## config.mk

```make
export PLATFORM = sky130hd
export DESIGN_NAME = spi_controller_flat
export DESIGN_NICKNAME = d
export VERILOG_FILES = /design/src/rtl/spi_controller_if.sv /design/src/rtl/spi_controller.sv /design/src/flat_wrapper.sv
export SDC_FILE = /design/constraint.sdc
export NUM_CORES = 1
export LEC_CHECK = 0
export CAP_MARGIN = 20
export CORE_MARGIN = 2
export CORE_UTILIZATION = 58
export CTS_CLUSTER_SIZE = 40
export DETAILED_ROUTE_END_ITERATION = 8
export PLACE_DENSITY = 0.83
export REMOVE_ABC_BUFFERS = 1
export SETUP_SLACK_MARGIN = 0.4
export SYNTH_ARGS = -nofsm -noshare
export SYNTH_HDL_FRONTEND = slang
export SYNTH_SLANG_ARGS = --single-unit
```

## constraint.sdc

```tcl
create_clock -name clk -period 5.5 [get_ports clk]
set_clock_uncertainty 0.15 [all_clocks]
set_input_delay 1.1 -clock clk [delete_from_list [all_inputs] [get_ports clk]]
set_output_delay 1.1 -clock clk [all_outputs]
set_load 0.03 [all_outputs]
```

## src/rtl/spi_controller_if.sv

```systemverilog
// Request/status handshake plus the three SPI wires of the register-write controller.
// The master side issues requests and observes the bus; the slave side is the controller.
interface spi_controller_if;
    logic       start;
    logic [3:0] addr;
    logic [7:0] data;
    logic       ready;
    logic       done;
    logic       err;
    logic       SCLK;
    logic       COPI;
    logic       nCS;

    modport master (output start, addr, data, input ready, done, err, SCLK, COPI, nCS);
    modport slave  (input start, addr, data, output ready, done, err, SCLK, COPI, nCS);
endinterface

```

## src/rtl/spi_controller.sv

```systemverilog
// SPI mode-0 initiator: each accepted request becomes two nCS-framed bytes
// ({1,000,addr} then data), with every bus edge timed off clk for the peripheral's synchronizers.
module spi_controller #(
    parameter int CLK_DIV = 4,
    parameter int GAP     = 8
) (
    input  logic             clk,
    input  logic             rst,
    spi_controller_if.slave  bus
);
    typedef enum logic [1:0] {IDLE, FRAME, GAPW} state_t;

    localparam int HW = $clog2(CLK_DIV);
    localparam int GW = $clog2(GAP);
    localparam logic [HW-1:0] HMAX = HW'(CLK_DIV - 1);
    localparam logic [GW-1:0] GMAX = GW'(GAP - 1);

    state_t        state_q, state_d;
    logic [HW-1:0] hcnt_q, hcnt_d;
    logic [GW-1:0] gcnt_q, gcnt_d;
    logic [2:0]    bit_q, bit_d;
    logic          tail_q, tail_d;
    logic          bsel_q, bsel_d;
    logic [6:0]    shreg_q, shreg_d;
    logic [7:0]    data_q, data_d;
    logic          sclk_q, sclk_d;
    logic          copi_q, copi_d;
    logic          ncs_q, ncs_d;
    logic          done_q, done_d;
    logic          err_q, err_d;

    always_ff @(posedge clk or posedge rst) begin
        if (rst) begin
            state_q <= IDLE;
            hcnt_q  <= '0;
            gcnt_q  <= '0;
            bit_q   <= '0;
            tail_q  <= 1'b0;
            bsel_q  <= 1'b0;
            shreg_q <= '0;
            data_q  <= '0;
            sclk_q  <= 1'b0;
            copi_q  <= 1'b0;
            ncs_q   <= 1'b1;
            done_q  <= 1'b0;
            err_q   <= 1'b0;
        end else begin
            state_q <= state_d;
            hcnt_q  <= hcnt_d;
            gcnt_q  <= gcnt_d;
            bit_q   <= bit_d;
            tail_q  <= tail_d;
            bsel_q  <= bsel_d;
            shreg_q <= shreg_d;
            data_q  <= data_d;
            sclk_q  <= sclk_d;
            copi_q  <= copi_d;
            ncs_q   <= ncs_d;
            done_q  <= done_d;
            err_q   <= err_d;
        end
    end

    always_comb begin
        state_d = state_q;
        hcnt_d  = hcnt_q;
        gcnt_d  = gcnt_q;
        bit_d   = bit_q;
        tail_d  = tail_q;
        bsel_d  = bsel_q;
        shreg_d = shreg_q;
        data_d  = data_q;
        sclk_d  = sclk_q;
        copi_d  = copi_q;
        ncs_d   = ncs_q;
        done_d  = 1'b0;
        err_d   = 1'b0;
        case (state_q)
            IDLE: begin
                if (bus.start) begin
                    if (bus.addr > 4'd4) begin
                        err_d = 1'b1;
                    end else begin
                        // Byte 1 MSB is the fixed write bit, so COPI starts at 1.
                        state_d = FRAME;
                        ncs_d   = 1'b0;
                        copi_d  = 1'b1;
                        shreg_d = {3'b000, bus.addr};
                        data_d  = bus.data;
                        bsel_d  = 1'b0;
                        hcnt_d  = '0;
                        bit_d   = '0;
                        tail_d  = 1'b0;
                    end
                end
            end
            FRAME: begin
                if (hcnt_q == HMAX) begin
                    hcnt_d = '0;
                    if (tail_q) begin
                        ncs_d   = 1'b1;
                        state_d = GAPW;
                        gcnt_d  = '0;
                    end else if (!sclk_q) begin
                        sclk_d = 1'b1;
                    end else begin
                        // Falling edge: present the next bit, or park COPI low after bit 0.
                        sclk_d = 1'b0;
                        if (bit_q == 3'd7) begin
                            tail_d = 1'b1;
                            copi_d = 1'b0;
                        end else begin
                            bit_d   = bit_q + 3'd1;
                            copi_d  = shreg_q[6];
                            shreg_d = {shreg_q[5:0], 1'b0};
                        end
                    end
                end else begin
                    hcnt_d = hcnt_q + 1'b1;
                end
            end
            GAPW: begin
                if (gcnt_q == GMAX) begin
                    if (!bsel_q) begin
                        state_d = FRAME;
                        bsel_d  = 1'b1;
                        ncs_d   = 1'b0;
                        copi_d  = data_q[7];
                        shreg_d = data_q[6:0];
                        hcnt_d  = '0;
                        bit_d   = '0;
                        tail_d  = 1'b0;
                    end else begin
                        state_d = IDLE;
                        done_d  = 1'b1;
                    end
                end else begin
                    gcnt_d = gcnt_q + 1'b1;
                end
            end
            default: state_d = IDLE;
        endcase
    end

    assign bus.ready = (state_q == IDLE);
    assign bus.done  = done_q;
    assign bus.err   = err_q;
    assign bus.SCLK  = sclk_q;
    assign bus.COPI  = copi_q;
    assign bus.nCS   = ncs_q;
endmodule

```

## src/flat_wrapper.sv

```systemverilog
// flat-port wrapper written by rule: the top's interface ports become plain ports
module spi_controller_flat 
#(
    parameter int CLK_DIV = 4,
    parameter int GAP     = 8
)
  (clk, rst, bus_start, bus_addr, bus_data, bus_ready, bus_done, bus_err, bus_SCLK, bus_COPI, bus_nCS);
  spi_controller_if bus_i ();
  input  logic clk;
  input  logic rst;
  input wire logic [$bits(bus_i.start)-1:0] bus_start;
  input wire logic [$bits(bus_i.addr)-1:0] bus_addr;
  input wire logic [$bits(bus_i.data)-1:0] bus_data;
  output wire logic [$bits(bus_i.ready)-1:0] bus_ready;
  output wire logic [$bits(bus_i.done)-1:0] bus_done;
  output wire logic [$bits(bus_i.err)-1:0] bus_err;
  output wire logic [$bits(bus_i.SCLK)-1:0] bus_SCLK;
  output wire logic [$bits(bus_i.COPI)-1:0] bus_COPI;
  output wire logic [$bits(bus_i.nCS)-1:0] bus_nCS;
  assign bus_i.start = bus_start;
  assign bus_i.addr = bus_addr;
  assign bus_i.data = bus_data;
  assign bus_ready = bus_i.ready;
  assign bus_done = bus_i.done;
  assign bus_err = bus_i.err;
  assign bus_SCLK = bus_i.SCLK;
  assign bus_COPI = bus_i.COPI;
  assign bus_nCS = bus_i.nCS;
  spi_controller #(.CLK_DIV(CLK_DIV), .GAP(GAP)) u_core (.clk(clk), .rst(rst), .bus(bus_i));
endmodule
```

## After elaboration in Yosys (flattened, before gate mapping)

Cells that the tools add are included.

- Bits in registers: 32
- Bits in latches: 0
- RAM bits: 0
- ROM bits: 0
- Bits of input ports: 15
- Output and inout bits: 6
- Memories: 0

- $add $sub $neg: 3
- Multiply operators: 0
- Div/mod/pow operators: 0
- $lt $le $gt $ge: 1
- Equality and inequality tests: 15
- Shift-type cells: 0
- Multiplexer cells: 65
- Bitwise logic cells: 2
- Reduce and logical (&&, ||, !) cells: 14

Operators with widths:

| cell | count |
|---|---|
| $mux W7 | 8 |
| $mux W3 | 11 |
| $mux W1 | 27 |
| $pmux W7 S3 | 1 |
| $mux W2 | 10 |
| $ne A2 B2 Y1 const B | 6 |
| $pmux W2 S3 | 2 |
| $reduce_and A5 Y1 | 2 |
| $pmux W1 S3 | 3 |
| $pmux W3 S3 | 1 |
| $reduce_and A9 Y1 | 1 |
| $ne A2 B1 Y1 const B | 4 |
| $reduce_and A4 Y1 | 2 |
| $reduce_and A8 Y1 | 1 |
| $reduce_and A7 Y1 | 1 |
| $add A3 B1 Y3 const B | 2 |
| $eq A3 B3 Y1 const B | 2 |
| $pmux W3 S2 | 1 |
| $reduce_and A3 Y1 | 2 |
| $reduce_and A6 Y1 | 1 |
| $eq A2 B2 Y1 const B | 2 |
| $gt A4 B3 Y1 const B | 1 |
| $reduce_bool A2 Y1 | 2 |
| $reduce_bool A3 Y1 | 1 |
| 5 further kinds | 6 |

## Longest topological paths before layout

- Word-level depth: 6
- Depth in mapped cells: 7

## Worst setup path after synthesis

OpenSTA, ideal clock, no wires.

- Path kind: input-to-reg
- Start point: in bus_addr[0]
- End point: reg u_core.shreg_q[0]
- Library setup time: 0.125 ns
- Arrival: 2.075 ns
- Setup slack: 3.150 ns
- Stages: 4
- Path buffers: 0
- Cell sequence: o21a_2 > o21ai_4 > nand4_4 > mux2_2

- Word-level cells in the longest chain between the ends: 3
- Elaborated cells between the ends (all ways): 6
- Classes of those cells: order compare (1); eq/ne (1); mux (3); reduce/logical (1)

Ends and longest elaborated chain:

| what | RTL line | RTL |
|---|---|---|
| start, declared | flat_wrapper.sv:12 | `input wire logic [$bits(bus_i.addr)-1:0] bus_addr;` |
| $gt A4 B3 Y1 or $mux W7 (tied branches) | spi_controller.sv:81 | `if (bus.addr > 4'd4) begin` |
| $ne A2 B2 Y1 (no line) or $mux W7 (tied branches) | -- |  |
| $reduce_and A9 Y1 (no line) or $pmux W7 S3 (tied branches) | -- |  |
| end signal, assigned | spi_controller.sv:54 | `shreg_q <= shreg_d;` |
| end, declared | spi_controller.sv:24 | `logic [6:0] shreg_q, shreg_d;` |

Several ways; a longest one is shown, not always the timed one. The select of a mux whose other input is x is not followed.
A chain may end at the register's enable or synchronous reset.

## Final worst setup path

- Start point: reg u_core.state_q[1]
- End point: out bus_ready

- Word-level cells in the longest chain between the ends: 1

Ends and longest elaborated chain:

| what | RTL line | RTL |
|---|---|---|
| start, declared | spi_controller.sv:18 | `state_t state_q, state_d;` |
| start signal, assigned | spi_controller.sv:48 | `state_q <= state_d;` |
| $logic_not A2 Y1 | spi_controller.sv:145 | `assign bus.ready = (state_q == IDLE);` |
| end, declared | flat_wrapper.sv:14 | `output wire logic [$bits(bus_i.ready)-1:0] bus_ready;` |

Every way passes these cells.

==> results.txt <==
----------------------------------------------------
[Run status]
  Result of the run ... finished clean

[Drt]
  Final routed wirelength across all metal layers ... 3080 um
  Antenna viol nets, final ... 0
  Detailed router's first-iteration violation count ... 55
  Routed length per instance ... 15.3 um
  Detailed-routing iteration count for the pre-antenna-repair pass ... 4
  Number of DRC violations after detailed routing ... 0
  Number of vias after detailed routing ... 1165
  Mean number of vias per cell ... 5.80

[Clock network]
  CTS Root Buffer Type ... sky130_fd_sc_hd__clkbuf_4
  Clock tree from TritonCTS ... built
  CTS H-tree lvls ... 2
  Buffer count from post-CTS setup fixing ... 0
  Clock latency on the worst-skew pair ... 0.33 ns
  Inserted Clock Buffers ... 5
  Total number of clock tree sinks ... 32
  Bufs on Longest Clock Path ... 2
  Hold_buf cts ... 0
  Clock-pin slew on the worst setup and hold paths ... 0.10 ns
  Quantity of gates resized following cts ... 0

[Setup path]
  Critical path's top delay family ... buffers and inverters
  Largest driver fanout on the critical path ... 4
  Cells along the critical path ... inv_1 -> ha_1 -> clkdlybuf4s50_1
  Critical path's largest stage delay ... 0.71 ns
  CP endpoint kind ... output port
  CP Data Arrival Time ... 1.88 ns
  Required time of the critical path ... 4.25 ns
  Standard cell with the maximum stage delay on the critical path ... sky130_fd_sc_hd__clkdlybuf4s50_1
  Number of buffer and inverter instances along the worst setup path ... 2
  Crit path launch type ... register
  Setup Crit Path Kind ... reg2out

[Power]
  IR drop worst, VDD ... 0.000180 V
  Ratio of total power to cell area ... 200 nW/um^2
  Leakage dissipation ... 0.943 nW

[Logic synthesis]
  Post-synthesis share of cell area spent on xor and xnor gates ... 0.00522
  Library cell occupying the most area in the post-synthesis netlist ... sky130_fd_sc_hd__dfrtp_1
  Largest cells by area after synthesis ... sky130_fd_sc_hd__dfrtp_1 46%, sky130_fd_sc_hd__mux2_2 13%, sky130_fd_sc_hd__ha_1 7.5%
  Post-synth top area share ... 0.463
  Post-Syn Instances ... 146
  Proportion of synthesized flip-flops having asynchronous set or reset ... 1.00
  Top cells by instance count after synthesis ... 31 x sky130_fd_sc_hd__dfrtp_1, 19 x sky130_fd_sc_hd__mux2_2, 11 x sky130_fd_sc_hd__inv_1, 10 x sky130_fd_sc_hd__ha_1
  Post-synthesis mux area share ... 0.157
  Dominant combinational cell family by area after synthesis ... multiplexers
  Mapped Area ... 1680 sq um
  Area fraction in and, or, nand and nor cells after synthesis ... 0.122
  Count of flip-flops with a built-in enable after synthesis ... 0
  Dominant cell by count in the synthesized netlist ... sky130_fd_sc_hd__dfrtp_1
  Sequential element share of the synthesized area ... 0.478
  Adder-cell share of the synthesized area ... 0.0746
  Count of warnings emitted by yosys ... 0
  Synth Area in Compound Gates ... 0.125
  Dominant register cell in the synthesized netlist ... sky130_fd_sc_hd__dfrtp_1
  Post-synth cell types ... 31
  Register bit total from synthesis ... 32
  Synthesized area divided by synthesized cell count ... 11.5 sq um

[STA]
  Slew at the pin closest to its max-slew limit ... 0.675 ns
  Number of hold-slack violations in the final timing report ... 0
  Final Critical Period ... 3.13 ns
  Total negative slack ... 0 ns
  Fin crit share ... 0.570
  FMAX ... 319 MHz
  RSZ-0062 raised after global routing ... no
  Finish-stage setup viols ... 0
  Final count of pins violating max slew ... 0
  Worst slew slack as a fraction of its limit ... 0.550

[Floorplan]
  Boundary pin count ... 21
  Site row count ... 19
  Area of the core ... 2760 sq um
  Starting density of the core ... 0.608
  Floorplan die height ... 57.8 um
  Die Span X ... 57.8 um
  Die Footprint ... 3340 sq um

[Global route]
  Total gr overflow ... 0
  Number of antenna violations at the first check in global routing ... 0
  Via count of the first global-routing pass ... 1257
  Pin count of the biggest net entering global routing ... 33
  Global-route wire length before repair ... 5400 um
  Total GRT Usage ... 0.219

[Place]
  Routability-driven placement congestion ratio ... 0.816
  Port Buf Inserts ... 20
  Detailed placement HPWL ... 2270 um

[Final layout]
  Final standard cell utilization of the core ... 0.711
  Fillers ... 201
  Antenna fix cells ... 0
  Nets ... 194
  Proportion of layout cells with a drive suffix above 1 ... 0.188
  Area overhead of the layout relative to synthesis ... 16.9%

[Min path]
  Tightest Hold Check Type ... reg2reg

[Flow run]
  Maximum Capacitance Violations ... 0

----------------------------------------------------
## power breakdown
group / switching [mW] / total [mW] / internal [mW]
clock network: 0.0761 / 0.139 / 0.0630
logic: 0.00802 / 0.0180 / 0.00997
registers: 0 / 0.235 / 0.235
## stage by stage
step | instance area [sq um] | hold slack (ns) | power [mW] | instances | setup slack, ns
after floorplan | 1660 | 0.307 | 0.245 | 141 | 3.15
after global placement | 1900 | 0.318 | 0.258 | 193 | 2.63
after detailed placement | 1900 | 0.345 | 0.258 | 193 | 2.55
after CTS | 1960 | 0.365 | 0.399 | 201 | 2.35
after global routing | 1960 | 0.373 | 0.408 | 201 | 2.29
final | 1960 | 0.361 | 0.392 | 201 | 2.37
## state kept, by name, summed over array words and instances, names as in the netlist, 2 cells and up
| register | cells |
|---|---|
| u_core.bit_q | 3 |
| u_core.data_q | 8 |
| u_core.gcnt_q | 3 |
| u_core.hcnt_q | 2 |
| u_core.shreg_q | 7 |
| u_core.state_q | 2 |
## cell families after synthesis
group                      count (synthesis)
DFF                                       32
xor gates and xnor gates                   1
AOI/OAI and AO/OA                         27
buffers and inverters                     16
muxes                                     24
adders and majority gates                 10
and+or+nand+nor                           36
## final timing paths
path	slack (ns)	startpoint	end	depth (start not counted)
min in group asynchronous	0.99	rst	u_core.bit_q[0]	3
max in group asynchronous	3.89	rst	u_core.bus.nCS	3
setup reg to reg	3.30	u_core.state_q[0]	u_core.shreg_q[2]	5
setup / recovery	2.37	u_core.state_q[1]	bus_ready	3
hold reg to reg	0.36	u_core.hcnt_q[0]	u_core.hcnt_q[0]	1
hold / removal	0.36	u_core.hcnt_q[0]	u_core.hcnt_q[0]	1
## layer usage
| layer | share of wire | up-vias | GRT usage |
|---|---|---|---|
| met5 | 0 | - | 0 |
| met4 | 0.019 | 0 | 0.130 |
| met3 | 0.033 | 7 | 0.0469 |
| met2 | 0.52 | 18 | 0.370 |
| met1 | 0.43 | 579 | 0.256 |
| li1 | - | 561 | - |
## cell type report
type                    instances  area, sq um  area share
multi-input cells              98          812       0.414
clock buffers                   8         58.8      0.0300
repair buffers                 21          208       0.106
flip-flops and latches         32          802       0.409
well taps                      31         38.8      0.0198
inverters                      11         41.3      0.0211
## cells in the final DEF, fill, tap and decap left out
cell	Yosys	layout
sky130_fd_sc_hd__dfrtp_1	31	31
sky130_fd_sc_hd__clkdlybuf4s50_1	0	20
sky130_fd_sc_hd__mux2_2	19	19
sky130_fd_sc_hd__inv_1	11	11
sky130_fd_sc_hd__ha_1	10	10
sky130_fd_sc_hd__nand2_1	8	8
sky130_fd_sc_hd__nor2_1	8	8
sky130_fd_sc_hd__a22oi_1	6	6
sky130_fd_sc_hd__nor2b_1	5	5
sky130_fd_sc_hd__a21oi_1	5	5
sky130_fd_sc_hd__mux2i_1	5	5
sky130_fd_sc_hd__a22o_1	5	5
sky130_fd_sc_hd__clkbuf_4	0	5
sky130_fd_sc_hd__nand3_1	4	4
sky130_fd_sc_hd__nand2b_1	3	3
sky130_fd_sc_hd__o21ai_0	3	3
sky130_fd_sc_hd__and3_1	2	2
sky130_fd_sc_hd__a32o_1	2	2
sky130_fd_sc_hd__nor3_1	2	2
sky130_fd_sc_hd__clkbuf_1	3	2
sky130_fd_sc_hd__o211ai_1	1	1
sky130_fd_sc_hd__a21oi_4	1	1
sky130_fd_sc_hd__o21ai_1	1	1
sky130_fd_sc_hd__o21a_2	1	1
sky130_fd_sc_hd__o21ai_4	1	1
sky130_fd_sc_hd__nand4b_1	1	1
sky130_fd_sc_hd__and2_1	1	1
sky130_fd_sc_hd__a31oi_1	1	1
sky130_fd_sc_hd__nand4_4	1	1
sky130_fd_sc_hd__nor3_4	1	1
sky130_fd_sc_hd__xnor2_1	1	1
sky130_fd_sc_hd__clkbuf_8	0	1
sky130_fd_sc_hd__buf_4	0	1
sky130_fd_sc_hd__dfstp_2	1	1
(Power assumes the default switching activity.)
